===== config.mk =====
export PLATFORM = sky130hd
export DESIGN_NAME = bp_arbiter
export DESIGN_NICKNAME = d
export VERILOG_FILES = /design/src/rtl/bp_pkg.sv /design/src/rtl/bp_rr_arb.sv /design/src/rtl/bp_arbiter.sv
export SDC_FILE = /design/constraint.sdc
export NUM_CORES = 1
export LEC_CHECK = 0
export CAP_MARGIN = 15
export CORE_MARGIN = 2
export CORE_UTILIZATION = 65
export CTS_BUF_LIST = sky130_fd_sc_hd__clkbuf_4 sky130_fd_sc_hd__clkbuf_8
export CTS_CLUSTER_SIZE = 24
export DETAILED_ROUTE_END_ITERATION = 6
export DONT_BUFFER_PORTS = 1
export MAX_ROUTING_LAYER = met4
export PLACE_DENSITY = 0.81
export SLEW_MARGIN = 20
export SYNTH_ARGS = -nofsm -noshare
export SYNTH_HDL_FRONTEND = slang
export SYNTH_HIERARCHICAL = 1
export SYNTH_SLANG_ARGS = --single-unit
export TNS_END_PERCENT = 10

===== constraint.sdc =====
create_clock -name clk -period 2.8 [get_ports clk]
set_clock_uncertainty 0.1 [all_clocks]
set_input_delay 0.56 -clock clk [delete_from_list [all_inputs] [get_ports clk]]
set_output_delay 0.56 -clock clk [all_outputs]
set_load 0.1 [all_outputs]

===== src/rtl/bp_pkg.sv =====
// Shared types and constants for the backplane packet arbiter.
// Bus strobes bpvl/bdvl are active-low; the *_ON constants name the asserted level.
package bp_pkg;

    typedef enum logic [1:0] {
        IDLE = 2'd0,
        XFER = 2'd1,
        GAP  = 2'd2
    } bp_state_e;

    localparam int NREQ_DEF      = 4;
    localparam int DW_DEF        = 32;
    localparam int MAX_WORDS_DEF = 64;
    localparam int STALL_MAX_DEF = 16;
    localparam int IDLE_GAP_DEF  = 2;

    localparam logic BPVL_ON = 1'b0;
    localparam logic BDVL_ON = 1'b0;

endpackage


===== src/rtl/bp_rr_arb.sv =====
// Round-robin one-hot picker: search starts one past the last winner.
// The last winner only advances when the caller takes the grant.
module bp_rr_arb
    import bp_pkg::*;
#(
    parameter int NREQ = NREQ_DEF
) (
    input  logic            clk,
    input  logic            rst_n,
    input  logic [NREQ-1:0] req,
    input  logic            take,
    output logic [NREQ-1:0] pick,
    output logic            valid
);

    localparam int IW = (NREQ > 1) ? $clog2(NREQ) : 1;

    logic [IW-1:0] last_idx;
    logic [IW-1:0] pick_idx;

    function automatic logic [IW-1:0] rr_idx(input logic [IW-1:0] base, input int off);
        return IW'((int'(base) + off) % NREQ);
    endfunction

    always_comb begin
        valid    = 1'b0;
        pick_idx = last_idx;
        for (int k = 1; k <= NREQ; k++) begin
            if (!valid && req[rr_idx(last_idx, k)]) begin
                valid    = 1'b1;
                pick_idx = rr_idx(last_idx, k);
            end
        end
        pick           = '0;
        pick[pick_idx] = valid;
    end

    // Reset to the top index so requester 0 is the first winner.
    always_ff @(posedge clk or negedge rst_n) begin
        if (!rst_n)
            last_idx <= IW'(NREQ - 1);
        else if (take && valid)
            last_idx <= pick_idx;
    end

endmodule


===== src/rtl/bp_arbiter.sv =====
// Backplane packet arbiter: grants one requester per packet and drives the
// registered bus with truncation, stall-abort and inter-packet gap handling.
//
//   state | meaning
//   IDLE  | bus idle, grant the round-robin winner when any req is set
//   XFER  | forward the granted requester's words until last/trunc/abort
//   GAP   | bus idle for IDLE_GAP cycles, no new grants
module bp_arbiter
    import bp_pkg::*;
#(
    parameter int NREQ      = NREQ_DEF,
    parameter int DW        = DW_DEF,
    parameter int MAX_WORDS = MAX_WORDS_DEF,
    parameter int STALL_MAX = STALL_MAX_DEF,
    parameter int IDLE_GAP  = IDLE_GAP_DEF
) (
    input  logic               clk,
    input  logic               rst_n,
    input  logic [NREQ-1:0]    req,
    input  logic [NREQ-1:0]    src_dv,
    input  logic [NREQ-1:0]    src_last,
    input  logic [NREQ*DW-1:0] src_data,
    output logic [NREQ-1:0]    gnt,
    output logic               bpvl,
    output logic               bdvl,
    output logic               bepvl,
    output logic [DW-1:0]      bdata,
    output logic               abort_err,
    output logic               trunc_err,
    output logic [15:0]        pkt_cnt
);

    localparam int SW = $clog2(STALL_MAX + 1);
    localparam int GW = (IDLE_GAP > 1) ? $clog2(IDLE_GAP) : 1;
    localparam logic [6:0]    WORD_LAST  = 7'(MAX_WORDS);
    localparam logic [SW-1:0] STALL_LAST = SW'(STALL_MAX - 1);
    localparam logic [GW-1:0] GAP_LOAD   = GW'(IDLE_GAP - 1);

    bp_state_e       state, state_nx;
    logic [6:0]      word_cnt, word_num;
    logic [SW-1:0]   stall_cnt;
    logic [GW-1:0]   gap_cnt;
    logic [NREQ-1:0] arb_pick;
    logic            arb_valid;
    logic            grant, acc, end_ok, trunc_hit, stall_hit, pkt_end;
    logic            g_dv, g_last;
    logic [DW-1:0]   g_data;
    logic            bpvl_nx, bdvl_nx, bepvl_nx, abort_nx, trunc_nx;
    logic [DW-1:0]   bdata_nx;

    bp_rr_arb #(.NREQ(NREQ)) u_rr (
        .clk   (clk),
        .rst_n (rst_n),
        .req   (req),
        .take  (grant),
        .pick  (arb_pick),
        .valid (arb_valid)
    );

    always_ff @(posedge clk or negedge rst_n) begin
        if (!rst_n)
            state <= IDLE;
        else
            state <= state_nx;
    end

    always_comb begin
        g_dv   = |(src_dv & gnt);
        g_last = |(src_last & gnt);
        g_data = '0;
        for (int i = 0; i < NREQ; i++)
            if (gnt[i]) g_data = src_data[i*DW +: DW];

        word_num  = word_cnt + 7'd1;
        grant     = (state == IDLE) && arb_valid;
        acc       = (state == XFER) && g_dv;
        end_ok    = acc && (g_last || word_num == WORD_LAST);
        trunc_hit = acc && !g_last && word_num == WORD_LAST;
        stall_hit = (state == XFER) && !g_dv && stall_cnt == STALL_LAST;
        pkt_end   = end_ok || stall_hit;

        state_nx = state;
        case (state)
            IDLE:    if (grant)           state_nx = XFER;
            XFER:    if (pkt_end)         state_nx = GAP;
            GAP:     if (gap_cnt == '0)   state_nx = IDLE;
            default:                      state_nx = IDLE;
        endcase
    end

    // bpvl asserts with the grant so the idle gap seen on the bus equals IDLE_GAP.
    always_comb begin
        bpvl_nx  = ~BPVL_ON;
        bdvl_nx  = ~BDVL_ON;
        bepvl_nx = 1'b0;
        bdata_nx = bdata;
        abort_nx = 1'b0;
        trunc_nx = 1'b0;
        case (state)
            IDLE: if (grant) bpvl_nx = BPVL_ON;
            XFER: begin
                bpvl_nx = BPVL_ON;
                if (acc) begin
                    bdvl_nx  = BDVL_ON;
                    bdata_nx = g_data;
                    bepvl_nx = end_ok;
                    trunc_nx = trunc_hit;
                end else if (stall_hit) begin
                    bdvl_nx  = BDVL_ON;
                    bdata_nx = '0;
                    bepvl_nx = 1'b1;
                    abort_nx = 1'b1;
                end
            end
            default: ;
        endcase
    end

    always_ff @(posedge clk or negedge rst_n) begin
        if (!rst_n) begin
            gnt       <= '0;
            bpvl      <= ~BPVL_ON;
            bdvl      <= ~BDVL_ON;
            bepvl     <= 1'b0;
            bdata     <= '0;
            abort_err <= 1'b0;
            trunc_err <= 1'b0;
            pkt_cnt   <= '0;
            word_cnt  <= '0;
            stall_cnt <= '0;
            gap_cnt   <= '0;
        end else begin
            bpvl      <= bpvl_nx;
            bdvl      <= bdvl_nx;
            bepvl     <= bepvl_nx;
            bdata     <= bdata_nx;
            abort_err <= abort_nx;
            trunc_err <= trunc_nx;
            if (grant) begin
                gnt       <= arb_pick;
                word_cnt  <= '0;
                stall_cnt <= '0;
            end else if (state == XFER) begin
                if (pkt_end) gnt <= '0;
                if (acc) begin
                    word_cnt  <= word_num;
                    stall_cnt <= '0;
                end else begin
                    stall_cnt <= stall_cnt + 1'b1;
                end
            end
            if (pkt_end) begin
                pkt_cnt <= pkt_cnt + 16'd1;
                gap_cnt <= GAP_LOAD;
            end else if (state == GAP && gap_cnt != '0) begin
                gap_cnt <= gap_cnt - 1'b1;
            end
        end
    end

endmodule


==> results of run 1 <==
[area by class of cell]
type                    count  area, um^2  area share, %
clock inverters             4        73.8           1.60
diodes                      2        5.00          0.108
well taps                  77        96.3           2.09
repair buffers             24         203           4.39
inverters                   9        33.8          0.732
multi-input cells         360        2190           47.3
clock buffers              12         159           3.44
flip-flops and latches     74        1860           40.3
[path summary, 6_finish.rpt]
check / depth (start not counted) / slack [ns] / endpoint / from
hold / removal: 3 / 0.26 / u_rr/last_idx[0] / req[0]
setup / recovery: 7 / 0.49 / pkt_cnt[1] / stall_cnt[0]
min in group asynchronous: 2 / 0.65 / bdata[27] / rst_n
setup reg to reg: 7 / 0.49 / pkt_cnt[1] / stall_cnt[0]
hold reg to reg: 2 / 0.38 / stall_cnt[4] / stall_cnt[4]
max in group asynchronous: 2 / 1.60 / u_rr/last_idx[1] / rst_n
[metal layers]
metal | track usage (%) | wire length (um) | vias up
li1 | - | - | 1731
met1 | 39.2 | 4300 | 1815
met2 | 59.4 | 6190 | 217
met3 | 10.5 | 1020 | 33
met4 | 15.7 | 395 | 0
met5 | - | 0 | -
[placed cells by master (no fill, tap or decap), types with 5 or more instances in the layout]
master / count
dfrtp_1: 67
nor2_1: 14
nor3_1: 32
o21ai_0: 47
xor2_1: 13
clkbuf_8: 11
nor2b_1: 31
a221oi_1: 31
a21oi_1: 48
inv_1: 8
nand2_1: 66
xnor2_1: 5
nand3_1: 12
buf_4: 22
[power groups by stage]
stage / Sequential (W) / Combinational (W) / Clock [W]
detailed placement: 0.00303 / 0.00250 / 0
global route: 0.00306 / 0.00283 / 0.00101
finish: 0.00302 / 0.00256 / 0.000962
CTS: 0.00301 / 0.00254 / 0.000979
floorplan: 0.00335 / 0.00164 / 0
global placement: 0.00301 / 0.00242 / 0
[flip-flops by register name, summed over array words and instances, names as in the netlist, 2 cells and up]
register	cells
bdata	32
stall_cnt	5
pkt_cnt	16
word_cnt	7
state	2
u_rr/last_idx	2
gnt	4
[metrics by stage]
stage,total power (W),util [%],hold slack (ns),worst slack (ns)
floorplan,0.00499,-,0.164,0.244
global placement,0.00544,68.7,0.166,0.569
detailed placement,0.00554,68.7,0.167,0.473
CTS,0.00653,73.0,0.239,0.462
global route,0.00690,73.1,0.281,0.390
finish,0.00654,73.1,0.257,0.489
[worst reg2reg max path: cells and delay by family (launching register included)]
kind | cells | cell delay [ns]
DFF | 1 | 0.42
muxes | 1 | 0.32
AOI/OAI and AO/OA | 1 | 0.39
and+or+nand+nor | 3 | 0.57
adders and majority gates | 2 | 0.41
[cell families after synthesis]
kind of cell | count (synthesis) | synth area share (%)
AOI/OAI and AO/OA | 158 | 25.2
muxes | 1 | 0.268
and+or+nand+nor | 179 | 21.4
DFF | 74 | 44.2
adders and majority gates | 4 | 1.19
xor gates and xnor gates | 18 | 3.75
buffers and inverters | 41 | 4.08
[synth_stat cells (3+ instances only)]
master	n
a211oi_1	4
a21oi_1	48
a221oi_1	31
and3_1	3
buf_2	5
clkbuf_1	25
dfrtp_1	70
dfstp_2	4
ha_1	4
inv_1	8
nand2_1	66
nand2b_1	4
nand3_1	12
nand4_1	3
nor2_1	15
nor2b_1	32
nor3_1	32
o21ai_0	47
o31ai_1	3
xnor2_1	5
xor2_1	13
==> out/metrics.cfg, run 1 <==
[power]
p_sw_w = 0.00377
netSwitchingFraction_pct = 57.7
pwr-share-comb_pct = 39.1
seqPwrFrac_pct = 46.2
p_int_w = 0.00276
ir_drop_uv = 1190
leakage_nw = 1.99
power_density_nw_per_um2 = 1420
clockPowerShare_pct = 14.7

[drt]
drc = 0
routed_wl_um = 11900
dr.pass1.iters = 5
vias = 3796
avgRoutedWirePerCell_um = 21.2
drtIter0Drc = 358
viasPerCell = 6.75
ant_nets = 0

[timing]
setup_violations = 0
drv_slew = 0
finalHoldViolCount = 0
max_freq_mhz = 433
finalCritPeriodShare_pct = 82.5
period_minus_slack_ns = 2.31
final.setup.tns_ns = 0
rsz0062_at_grt = false
tightest_slew_ns = 0.963
maxSlewHeadroom_pct = 35.8

[cts]
cts_htree_levels = 3
cts_buffer_depth = 2
cts_buffers = 9
post_cts_resize_count = 0
cts_setup_buffers = 0
clk_latency_ns = 0.36
cts.reportedPaths.clkPinSlew_ns = 0.08
cts_tree = done
cts_root_buf = clkbuf_8
holdBufCountCts = 2
clock-sinks = 74

[synthesis]
synth.area.top_cells = dfrtp_1 42%, a221oi_1 6.5%, nand2_1 5.9%, a21oi_1 5.7%, o21ai_0 5.6%
syn-num-nets = 621
synth_edf_count = 0
yosysWarnings = 6
synth_top_cell_by_area = dfrtp_1
synth_area_per_cell_um2 = 8.85
synth_cell_types = 54
syn_inst = 475
synth_top_area_share_pct = 41.7
synth-main-ff-cell = dfrtp_1
ys_async_sr_fraction_pct = 100
synth_seq_area_share_pct = 44.2
synth_seq_cells = 74
synth_area_um2 = 4200

[die]
die_y_um = 84.4
ios = 199
dieArea_um2 = 7130
die_w_um = 84.4
start_util_pct = 66.6
core-area_um2 = 6310
rows = 29

[critical_path]
end_kind = flip-flop
critPathTopFamily = simple AND/OR/NAND/NOR gates
slowest_delay_ns = 0.42
cp_cell_sequence = ha_1, and3_1, ha_1, and4_4, a21oi_4, nand2_2, mux2_2
worstPathRequired_ns = 2.95
cp_data_arrival_time_ns = 2.46
crit_buf_inv = 0
critPathKind = flip-flop to flip-flop
cp_common_cell = ha_1
cp-start-kind = flip-flop
crit_slowest_cell = dfrtp_1
critPathMaxFanout = 16

[run_status]
outcome = complete, no violations

[final_layout]
final_nets = 624
fin_area_um2 = 4620
stdcell_count = 562
area_growth_pct = 9.82
fill_cells = 486
drive_gt1_share_pct = 13.3

[global_route]
gr-total-overflow = 0
grt_pass1_wl_um = 19000
grtUsageTotal_pct = 35.4
antenna_found_initial = 2
grt_pass1_vias = 3779
grt_max_degree = 75

[placement]
io_buffers = 0
routabilityCongestion = 0.904
place_area_um2 = 4340
dp_cells = 542
dp_hpwl_um = 8720

[job]
max_cap_violations = 0

[hold_path]
hp-class = primary input to flip-flop

No activity file was read; power rests on OpenSTA's default activity.
==> run 2, diff against run 1 <==
==> constraint.sdc (replaced) <==
create_clock -name clk -period 2.3 [get_ports clk]
set_clock_uncertainty 0.1 [all_clocks]
set_input_delay 0.46 -clock clk [delete_from_list [all_inputs] [get_ports clk]]
set_output_delay 0.46 -clock clk [all_outputs]
set_load 0.1 [all_outputs]
==> run 2 against run 1 <==
Net effect:
- critical path depth is 1 lower
- fmax is 9.5% higher
- clock-buffer cell count stayed put
- non-clock buffer count rose by 43
- routed wire length rose by 6.6%
- critical endpoint is now pkt_cnt[7]
- global-route usage is 1.2 points higher
- sequential power is 31% lower
- clock power is 34% higher
==> out/metrics.cfg, run 2 (same netlist as run 1, synthesis figures left out) <==
[timing]
holdWs_ns = 0.165
worst_slack_ns = 0.190
max_freq_mhz = 474
finalCritPeriodShare_pct = 91.7
finalHoldViolCount = 0
period_minus_slack_ns = 2.11
rsz0062_at_grt = false
setup_violations = 0
maxSlewHeadroom_pct = 40.5
drv_slew = 0
tightest_slew_ns = 0.892

[critical_path]
slowest_delay_ns = 0.45
critPathMaxFanout = 8
cp_data_arrival_time_ns = 2.29
critPathTopFamily = compound AO/OA/AOI/OAI gates
cp-start-kind = flip-flop
critPathKind = flip-flop to flip-flop
end_kind = flip-flop
worstPathRequired_ns = 2.48
crit_buf_inv = 1
cp_cell_sequence = a211o_1, a21oi_1, o211ai_4, buf_12, a2111oi_2, xnor2_1
crit_slowest_cell = dfrtp_1

[cts]
clk_latency_ns = 0.35
clock-sinks = 74
cts_root_buf = clkbuf_8
cts_tree = done
cts.reportedPaths.clkPinSlew_ns = 0.08
cts_buffer_depth = 2
post_cts_resize_count = 0
cts_htree_levels = 3
cts_buffers = 9

[die]
die_w_um = 84.4
ios = 199
die_y_um = 84.4
dieArea_um2 = 7130
rows = 29
start_util_pct = 66.6
core-area_um2 = 6310

[final_layout]
largest_reg_flops = 32
final_common_cell = nand2_1
area_growth_pct = 18.9
final_cell_mix = 66 x nand2_1, 63 x buf_4, 61 x dfrtp_1
top_regs = bdata: 32 flops, pkt_cnt: 16 flops, word_cnt: 7 flops
drive_gt1_share_pct = 21.5
final_nets = 667
regMostFlops = bdata
stdcell_count = 605

[run_status]
outcome = complete, no violations

[drt]
drc = 0
routed_wl_um = 12700
ant_nets = 0
vias = 4010
avgRoutedWirePerCell_um = 21.0
drtIter0Drc = 346
viasPerCell = 6.63
dr.pass1.iters = 5

[placement]
dp_cells = 582
dp_hpwl_um = 9020
io_buffers = 0
detailedPlace.worstSlack_ns = 0.120
routabilityCongestion = 0.873

[power]
leakage_nw = 2.22
power_density_nw_per_um2 = 1700
ir_drop_uv = 1350

[global_route]
antenna_found_initial = 2
gr-total-overflow = 0
grt_pass1_wl_um = 19700
grtUsageTotal_pct = 36.6
grt_max_degree = 75
grt_pass1_vias = 3874

[hold_path]
hp-class = primary input to flip-flop

[job]
max_cap_violations = 0

## run 2: path summary, 6_finish.rpt
kind                        startpoint               end  slack [ns]  depth (start not counted)
max                        word_cnt[0]        pkt_cnt[7]        0.19                          6
max in group asynchronous        rst_n  u_rr/last_idx[0]        1.18                          2
max reg2reg                word_cnt[0]        pkt_cnt[7]        0.19                          6
min in group asynchronous        rst_n         bdata[20]        0.52                          2
min reg2reg                pkt_cnt[15]       pkt_cnt[15]        0.38                          1
min                             req[0]  u_rr/last_idx[0]        0.17                          3
## run 2: what timing repair did
item	in CTS	in global routing
hold buffers	2	0
setup endpoints to repair	0	1
buffers inserted	0	3
endpoints found under the hold margin	74	0
## run 2: final cells by class
cell class                 instances  area (um^2)
antenna                            2         5.00
clock buffer                      12          159
clock inverter                     4         98.8
fill                             437         1320
inverter                           9         33.8
multi-input combinational        360         2190
sequential                        74         1870
tap                               77         96.3
timing repair buffer              67          551
## run 2: metrics by stage
stage / utilization (%) / TNS (ns) / total power, W / cell area (um^2)
CTS: 78.5 / 0 / 0.00850 / 4960
detailed placement: 73.8 / 0 / 0.00716 / 4660
floorplan: - / -0.0328 / 0.00608 / 4220
global placement: 73.8 / 0 / 0.00703 / 4660
finish: 79.2 / 0 / 0.00851 / 5000
global route: 79.2 / 0 / 0.00895 / 5000
## run 2: report_power, final
part           leakage (nW)  internal, W  switching (W)
Combinational          1.15      0.00132        0.00381
Sequential            0.940      0.00172       0.000357
Clock                 0.130     0.000795       0.000499
## run 2: tightest hold or removal path, stage by stage
cell and delay (ns):
o21ai_0 0.05, nand2_1 0.06, nand2_1 0.04
## run 2: metal layers
metal  track usage [%]  share of wire [%]
met1              42.8                 36
met2              60.7                 51
met3              6.69                8.0
met4              18.8                4.3
met5                 -                  0
==> run 3, diff against run 2 <==
--- a/config.mk
+++ b/config.mk
@@ -14,6 +14,7 @@
 export DONT_BUFFER_PORTS = 1
 export MAX_ROUTING_LAYER = met4
 export PLACE_DENSITY = 0.81
+export SKIP_CTS_REPAIR_TIMING = 1
 export SLEW_MARGIN = 20
 export SYNTH_ARGS = -nofsm -noshare
 export SYNTH_HDL_FRONTEND = slang
==> run 3 against run 2 <==
Net effect:
- routed wire length grew 0.17%
- fmax grew 0.43%
- sequential cell count is the same
==> out/metrics.cfg, run 3 (same netlist as run 1, synthesis figures left out) <==
[die]
die_w_um = 84.4
ios = 199
dieArea_um2 = 7130
core-area_um2 = 6310
die_y_um = 84.4
rows = 29
start_util_pct = 66.6

[global_route]
gr-total-overflow = 0
grt_pass1_wl_um = 19600
grt_pass1_vias = 3869
grtUsageTotal_pct = 36.5
antenna_found_initial = 2
grt_max_degree = 75

[critical_path]
timing.rr.start = stall_cnt[0]
startpoint = stall_cnt[0]
cp-start-kind = flip-flop
critPathMaxFanout = 15
critPathKind = flip-flop to flip-flop
cp_data_arrival_time_ns = 2.28
worstPathRequired_ns = 2.47
end_kind = flip-flop

[final_layout]
final_nets = 667
stdcell_count = 605
area_growth_pct = 18.9
top_regs = bdata: 32 flops, pkt_cnt: 16 flops, word_cnt: 7 flops
final_common_cell = nand2_1
drive_gt1_share_pct = 21.5
fill_cells = 438
regMostFlops = bdata
largest_reg_flops = 32
final_cell_mix = 66 x nand2_1, 63 x buf_4, 61 x dfrtp_1
seq_area_um2 = 1870
multi_input_area_um2 = 2190

[power]
power_w = 0.00851
netSwitchingFraction_pct = 54.9
pwr-share-comb_pct = 60.4
ir_drop_uv = 1350
power_density_nw_per_um2 = 1700
p_sw_w = 0.00467
leakage_nw = 2.22
clockPowerShare_pct = 15.2
seqPwrFrac_pct = 24.4
p_int_w = 0.00384

[hold_path]
hp-class = primary input to flip-flop
hold_start = req[0]

[drt]
drc = 0
dr.pass1.iters = 5
routed_wl_um = 12700
vias = 3987
avgRoutedWirePerCell_um = 21.0
ant_nets = 0
drtIter0Drc = 304
viasPerCell = 6.59

[run_status]
outcome = complete, no violations

[timing]
maxSlewHeadroom_pct = 40.7
drv_slew = 0
rsz0062_at_grt = false
tightest_slew_ns = 0.889
worst_slack_ns = 0.199
setup_violations = 0
max_freq_mhz = 476
finalCritPeriodShare_pct = 91.4
finalHoldViolCount = 0
period_minus_slack_ns = 2.10

[placement]
dp_hpwl_um = 9020
detailedPlace.worstSlack_ns = 0.120
io_buffers = 0
routabilityCongestion = 0.873
dp_cells = 582

[cts]
cts_buffer_depth = 2
cts_root_buf = clkbuf_8
cts_tree = done
cts.reportedPaths.clkPinSlew_ns = 0.08
clock-sinks = 74
cts_htree_levels = 3
clk_latency_ns = 0.35
cts_buffers = 9

[job]
max_cap_violations = 0

==> run 3: routing by layer <==
layer / up-vias / share of wire (%) / global-route usage (%)
met5: - / 0 / -
met4: 0 / 4.3 / 18.8
met3: 37 / 8.4 / 6.88
met2: 230 / 51 / 60.5
met1: 1897 / 36 / 42.6
li1: 1823 / - / -
==> run 3: worst paths after layout <==
path                       cells after the start          endpoint  slack [ns]
hold reg to reg                                1       pkt_cnt[15]        0.38
setup / recovery                               8        pkt_cnt[7]        0.20
max in group asynchronous                      2  u_rr/last_idx[0]        1.19
hold / removal                                 3  u_rr/last_idx[0]        0.16
setup reg to reg                               8        pkt_cnt[7]        0.20
min in group asynchronous                      2         bdata[21]        0.55
==> run 3: power by group through the flow <==
stage | clock network [W] | registers [W] | logic (W)
floorplan | 0 | 0.00408 | 0.00200
global placement | 0 | 0.00207 | 0.00496
detailed placement | 0 | 0.00210 | 0.00506
CTS | 0.00130 | 0.00207 | 0.00509
global route | 0.00135 | 0.00212 | 0.00548
finish | 0.00129 | 0.00208 | 0.00514
==> run 3: area by class of cell <==
class                   instances  area share (%)
diodes                          2           0.100
clock buffers                  12            3.18
clock inverters                 4            1.98
inverters                       9           0.676
multi-input cells             360            43.7
flip-flops and latches         74            37.4
well taps                      77            1.93
repair buffers                 67            11.0
==> run 3: through the flow <==
| stage | TNS [ns] | hold WS (ns) | area (um^2) | util, % |
|---|---|---|---|---|
| 6_report | 0 | 0.165 | 5000 | 79.2 |
| 3_5_place_dp | 0 | 0.0668 | 4660 | 73.8 |
| 2_1_floorplan | -0.0328 | 0.0644 | 4220 | - |
| 3_3_place_gp | 0 | 0.0664 | 4660 | 73.8 |
| 4_1_cts | 0 | -0.322 | 4920 | 77.9 |
| 5_1_grt | 0 | 0.200 | 5000 | 79.2 |
==> run 3: worst max-delay path, stage by stage, from the launching register on <==
cell and delay [ns]:
dfrtp_1 0.39, ha_1 0.18, and3_1 0.16, ha_1 0.14
and4_4 0.24, a21oi_4 0.04, buf_4 0.20, a2111oi_2 0.41
xnor2_1 0.16
==> RTL change 1, RTL diff (config.mk and constraints of run 3) <==
Take the reset off `bdata` and load it in a clocked block of its own.
--- a/src/rtl/bp_arbiter.sv
+++ b/src/rtl/bp_arbiter.sv
@@ -124,3 +124,2 @@
             bepvl     <= 1'b0;
-            bdata     <= '0;
             abort_err <= 1'b0;
@@ -135,3 +134,2 @@
             bepvl     <= bepvl_nx;
-            bdata     <= bdata_nx;
             abort_err <= abort_nx;
@@ -160,2 +158,6 @@
 
+    always_ff @(posedge clk) begin
+        bdata <= bdata_nx;
+    end
+
 endmodule
Behaviour: differs if rst_n is asserted again (counterexample within 4 cycles, from zero or initial values and one cycle with rst_n low); with rst_n held inactive, the same outputs for 4 cycles.
==> RTL change 1 against run 3 <==
Sequential cell count did not move. Design area fell by 2.3%. Non-clock buffer count rose by 4. Combinational power fell by 6.4%. Worst setup slack got worse by 0.086 ns. Count of clock-buffer cells in the layout rose by 1. Area after synthesis fell by 1.6%. Sequential share of layout area rose by 4.1 points. Cell count fell by 6.8%. Power fell by 6.2%. Wire length fell by 12%. Largest power group unchanged.
==> RTL change 1: results (changes against run 3) <==
- Status: finished, final reports clean
- Reg2Reg Depth: 7 (-1)
- Vias in the first global route: 3430 (-11%)
- Via count: 3694 (-7.3%)
- Library cells used by synthesis: 48 (-11%)
- Multiplexer share of the synthesized area: 0.3631% (+0.095 points)
- Post-synthesis xor/xnor area fraction: 4.024% (+0.27 points)
- Gpl congestion: 0.9627 (+10%)
- CP max FO: 14 (-1)
- Global Route Usage Sum: 32.62% (-3.9 points)
- Initial antenna violation count: 0 (-2)
- Comb pwr share: 60.3% (about the same)
- HPWL after detailed placement: 7841 um (-13%)
- Switching power: 4295 uW (-8.0%)
- RR Startpoint: word_cnt[1]
- EDFF count, synth: 32 (+32)
- Slew HR: 41.35% (+0.61 points)
- Final #Nets: 628 (-5.8%)
- Commonest cells post-synth: 45 x nor2_1, 38 x a21oi_1, 38 x dfrtp_1
- Layout cell share with drive strength beyond 1: 21.15% (-0.33 points)
- Slowest cell on the critical path: dfrtp_1
- Syn Nets: 577 (-7.1%)
- Max VDD drop: 0.001663 V (+23%)
- Net Sw Frac: 53.84% (-1.1 points)
- Diode count: 0 (-2)
- Compound-Gate Fraction of Synth Area: 22.15% (-3.0 points)
- Worst reg2reg endpoint: pkt_cnt[4]
- Top cells by area, synth: edfxtp_1 23%, dfrtp_1 23%, a221oi_1 6.8%
- DRT iter0 DRCs: 284 (-6.6%)
## RTL change 1: layer usage
layer	GRT usage, %	up-vias	part of all wire [%]
li1	-	1701	-
met1	43.87	1779	40
met2	51.13	196	51
met3	6.924	18	7.6
met4	8.798	0	1.3
met5	-	-	0
## RTL change 1: worst max-delay path: cells and delay by family, from the launching register on
| kind | cells | cell delay, ns |
|---|---|---|
| DFF | 1 | 0.44 |
| xor gates and xnor gates | 2 | 0.32 |
| buffers and inverters | 1 | 0.22 |
| and+or+nand+nor | 1 | 0.17 |
| AOI/OAI and AO/OA | 2 | 0.59 |
| adders and majority gates | 1 | 0.23 |
## RTL change 1: worst min-delay path by stage
stage | endpoint | cells after the start | start
6_report | u_rr/last_idx[0] | 3 | req[0]
5_1_grt | u_rr/last_idx[0] | 3 | req[0]
4_1_cts | stall_cnt[1] | 0 | rst_n
3_5_place_dp | pkt_cnt[8] | 0 | rst_n
3_3_place_gp | pkt_cnt[6] | 0 | rst_n
2_1_floorplan | abort_err | 0 | rst_n
## RTL change 1: through the flow
step                std cells  hold slack, ns  setup WS (ns)  instance area [um^2]  TNS [ns]
global route              564          0.1669        0.01145                  4885         0
CTS                       562         -0.3139        0.09221                  4843         0
global placement          546         0.06522         0.2390                  4649         0
floorplan                 431         0.06441       -0.01702                  4154  -0.01702
finish                    564          0.1825         0.1133                  4885         0
detailed placement        546         0.06505         0.1169                  4649         0
## RTL change 1: area by class of cell
cell class                 instances  area, um^2
clock buffer                      13       172.7
clock inverter                     3       21.27
fill                             409        1356
inverter                           9       37.54
multi-input combinational        317        1961
sequential                        74        2024
tap                               77       96.34
timing repair buffer              71       571.8
==> RTL change 2, RTL diff (flow settings as in run 3) <==
Made on the original files. The package constant `MAX_WORDS_DEF` goes from 64 to 48.
--- a/src/rtl/bp_pkg.sv
+++ b/src/rtl/bp_pkg.sv
@@ -12,3 +12,3 @@
     localparam int DW_DEF        = 32;
-    localparam int MAX_WORDS_DEF = 64;
+    localparam int MAX_WORDS_DEF = 48;
     localparam int STALL_MAX_DEF = 16;
Behaviour: no difference found for any inputs over 4 cycles, from zero or initial values and one cycle with rst_n low; that may be too few to reach the edited logic, so the function may still have changed.
==> RTL change 2 against run 3 <==
Design area fell by 2.6%. Power fell by 2.3%. Worst hold slack improved by 0.014 ns. Sequential cell count did not move. Worst setup slack got worse by 0.020 ns. Critical path depth fell by 1. Count of clock-buffer cells in the layout fell by 1. Area after synthesis fell by 1.0%. Non-clock buffer count rose by 1. Wire length fell by 13%.
==> RTL change 2: results (changes against run 3) <==
- Status: finished, final reports clean
- Via count: 3792 (-4.9%)
- Top flop regs: bdata: 32 flops, pkt_cnt: 16 flops, word_cnt: 7 flops
- Reg2Reg Depth: 7 (-1)
- HPWL after detailed placement: 8083 um (-10%)
- Reg2Reg Setup Slack: 0.18 ns (-0.02 ns)
- Adder-cell share of the synthesized area: 1.203% (+0.012 points)
- Global Route Usage Sum: 33.06% (-3.5 points)
- RR Startpoint: stall_cnt[0]
- Ys async rst share: 100.0% (unchanged)
- Yosys Warn Count: 6 (unchanged)
- Gpl congestion: 0.9322 (+6.7%)
- Max VDD drop: 0.001332 V (-1.4%)
- Commonest cells post-synth: 70 x dfrtp_1, 60 x nand2_1, 52 x o21ai_0
- Hold crit path type: in2reg
- Area post-placement: 0.004653 mm^2 (-0.19%)
- Layout cell share with drive strength beyond 1: 22.05% (+0.57 points)
- Post-synthesis xor/xnor area fraction: 3.788% (+0.038 points)
- Slowest cell on the critical path: dfrtp_1
- Top Family by Delay on Critical Path: compound AO/OA/AOI/OAI gates
- CTS Root Cell: clkbuf_8
- Top cells by area, synth: dfrtp_1 42%, a221oi_1 6.5%, o21ai_0 6.3%
- Leakage power total: 0.002150 uW (-3.3%)
- Hold_sp: req[0]
- Diode count: 0 (-2)
- Hold depth: 3 (unchanged)
- Global-route wire length before repair: 17840 um (-9.1%)
- Clock Latency Late Sink: 0.34 ns
- Multiplexer share of the synthesized area: 0.2706% (+0.0027 points)
- Sequential area share after synthesis: 44.62% (+0.45 points)
- Slew HR: 40.65% (-0.099 points)
- Syn Nets: 610 (-1.8%)
- Kind of critical path: reg2reg
- Largest net degree at the start of global routing: 75 (unchanged)
- H-tree depth: 3 (unchanged)
- Number of antenna-violating nets in the routed design: 0 (unchanged)
- Crit path largest cell delay: 0.42 ns
- Filler cells: 445 (+1.6%)
- CP max FO: 8 (-7)
- Num CTS Buffers: 9 (unchanged)
- Predominant post-synthesis flop cell: dfrtp_1
- Clock slew at reported path FFs: 0.08 ns (about the same)
- Drt first pass iters: 4 (-1)
- DRT iter0 DRCs: 203 (-33%)
- I/O Buffers: 0 (unchanged)
- Worst reg2reg endpoint: gnt[2]
- Wirelength per Cell: 18.70 um (-11%)
- Hold worst-path end: u_rr/last_idx[0]
- Final #Nets: 658 (-1.3%)
- Initial antenna violation count: 0 (-2)
- Vias in the first global route: 3737 (-3.4%)
- Critical Path AT: 2.27 ns
- Library cells used by synthesis: 50 (-7.4%)
- CTS max path bufs: 2 (unchanged)
- Compound-Gate Fraction of Synth Area: 22.10% (-3.1 points)
RTL change 2: cell types whose count changed in the layout (fill, tap and decap cells not counted), sizes merged, moves of 3 or more:
cell / before / now
bufinv: 3 / 0
a21oi: 49 / 40
xnor2: 5 / 1
nor4: 1 / 7
nor4b: 1 / 4
nand2: 67 / 61
a211oi: 6 / 0
xor2: 13 / 17
o21ai: 49 / 56
RTL change 2: metal layers:
layer | global-route usage (%) | routed length [um] | vias up
li1 | - | - | 1779
met1 | 39.00 | 4217 | 1796
met2 | 55.64 | 5766 | 193
met3 | 7.418 | 879 | 24
met4 | 12.32 | 245 | 0
met5 | - | 0 | -
RTL change 2: layout make-up:
| class | instances | area (um^2) | share of cell area (%) |
|---|---|---|---|
| timing repair buffer | 68 | 558.0 | 11.47 |
| tap | 77 | 96.34 | 1.980 |
| inverter | 9 | 33.78 | 0.6943 |
| clock inverter | 5 | 30.03 | 0.6171 |
| multi-input combinational | 350 | 2135 | 43.87 |
| clock buffer | 11 | 145.1 | 2.983 |
| sequential | 74 | 1868 | 38.39 |
RTL change 2: per-stage QoR:
stage	setup WS, ns	hold slack (ns)	total power, uW	instances
after CTS	0.1902	-0.3071	8282	592
after global routing	0.05340	0.1974	8806	594
after detailed placement	0.2196	0.06610	7362	576
final	0.1787	0.1792	8311	594
after global placement	0.2966	0.06744	7201	576
after floorplan	0.0008138	0.06441	6243	464
RTL change 2: where the power goes:
group / total, uW / internal [uW] / leakage [uW] / switching, uW
clock: 900 / 427 / 0.0000885 / 472
combinational: 5340 / 1440 / 0.00111 / 3900
sequential: 2070 / 1720 / 0.000955 / 353
total: 8310 / 3580 / 0.00215 / 4730
RTL change 2: worst min-delay path, stage by stage:
cell     delay, ns
o21ai_0       0.06
nand2_1       0.06
nand2_1       0.04
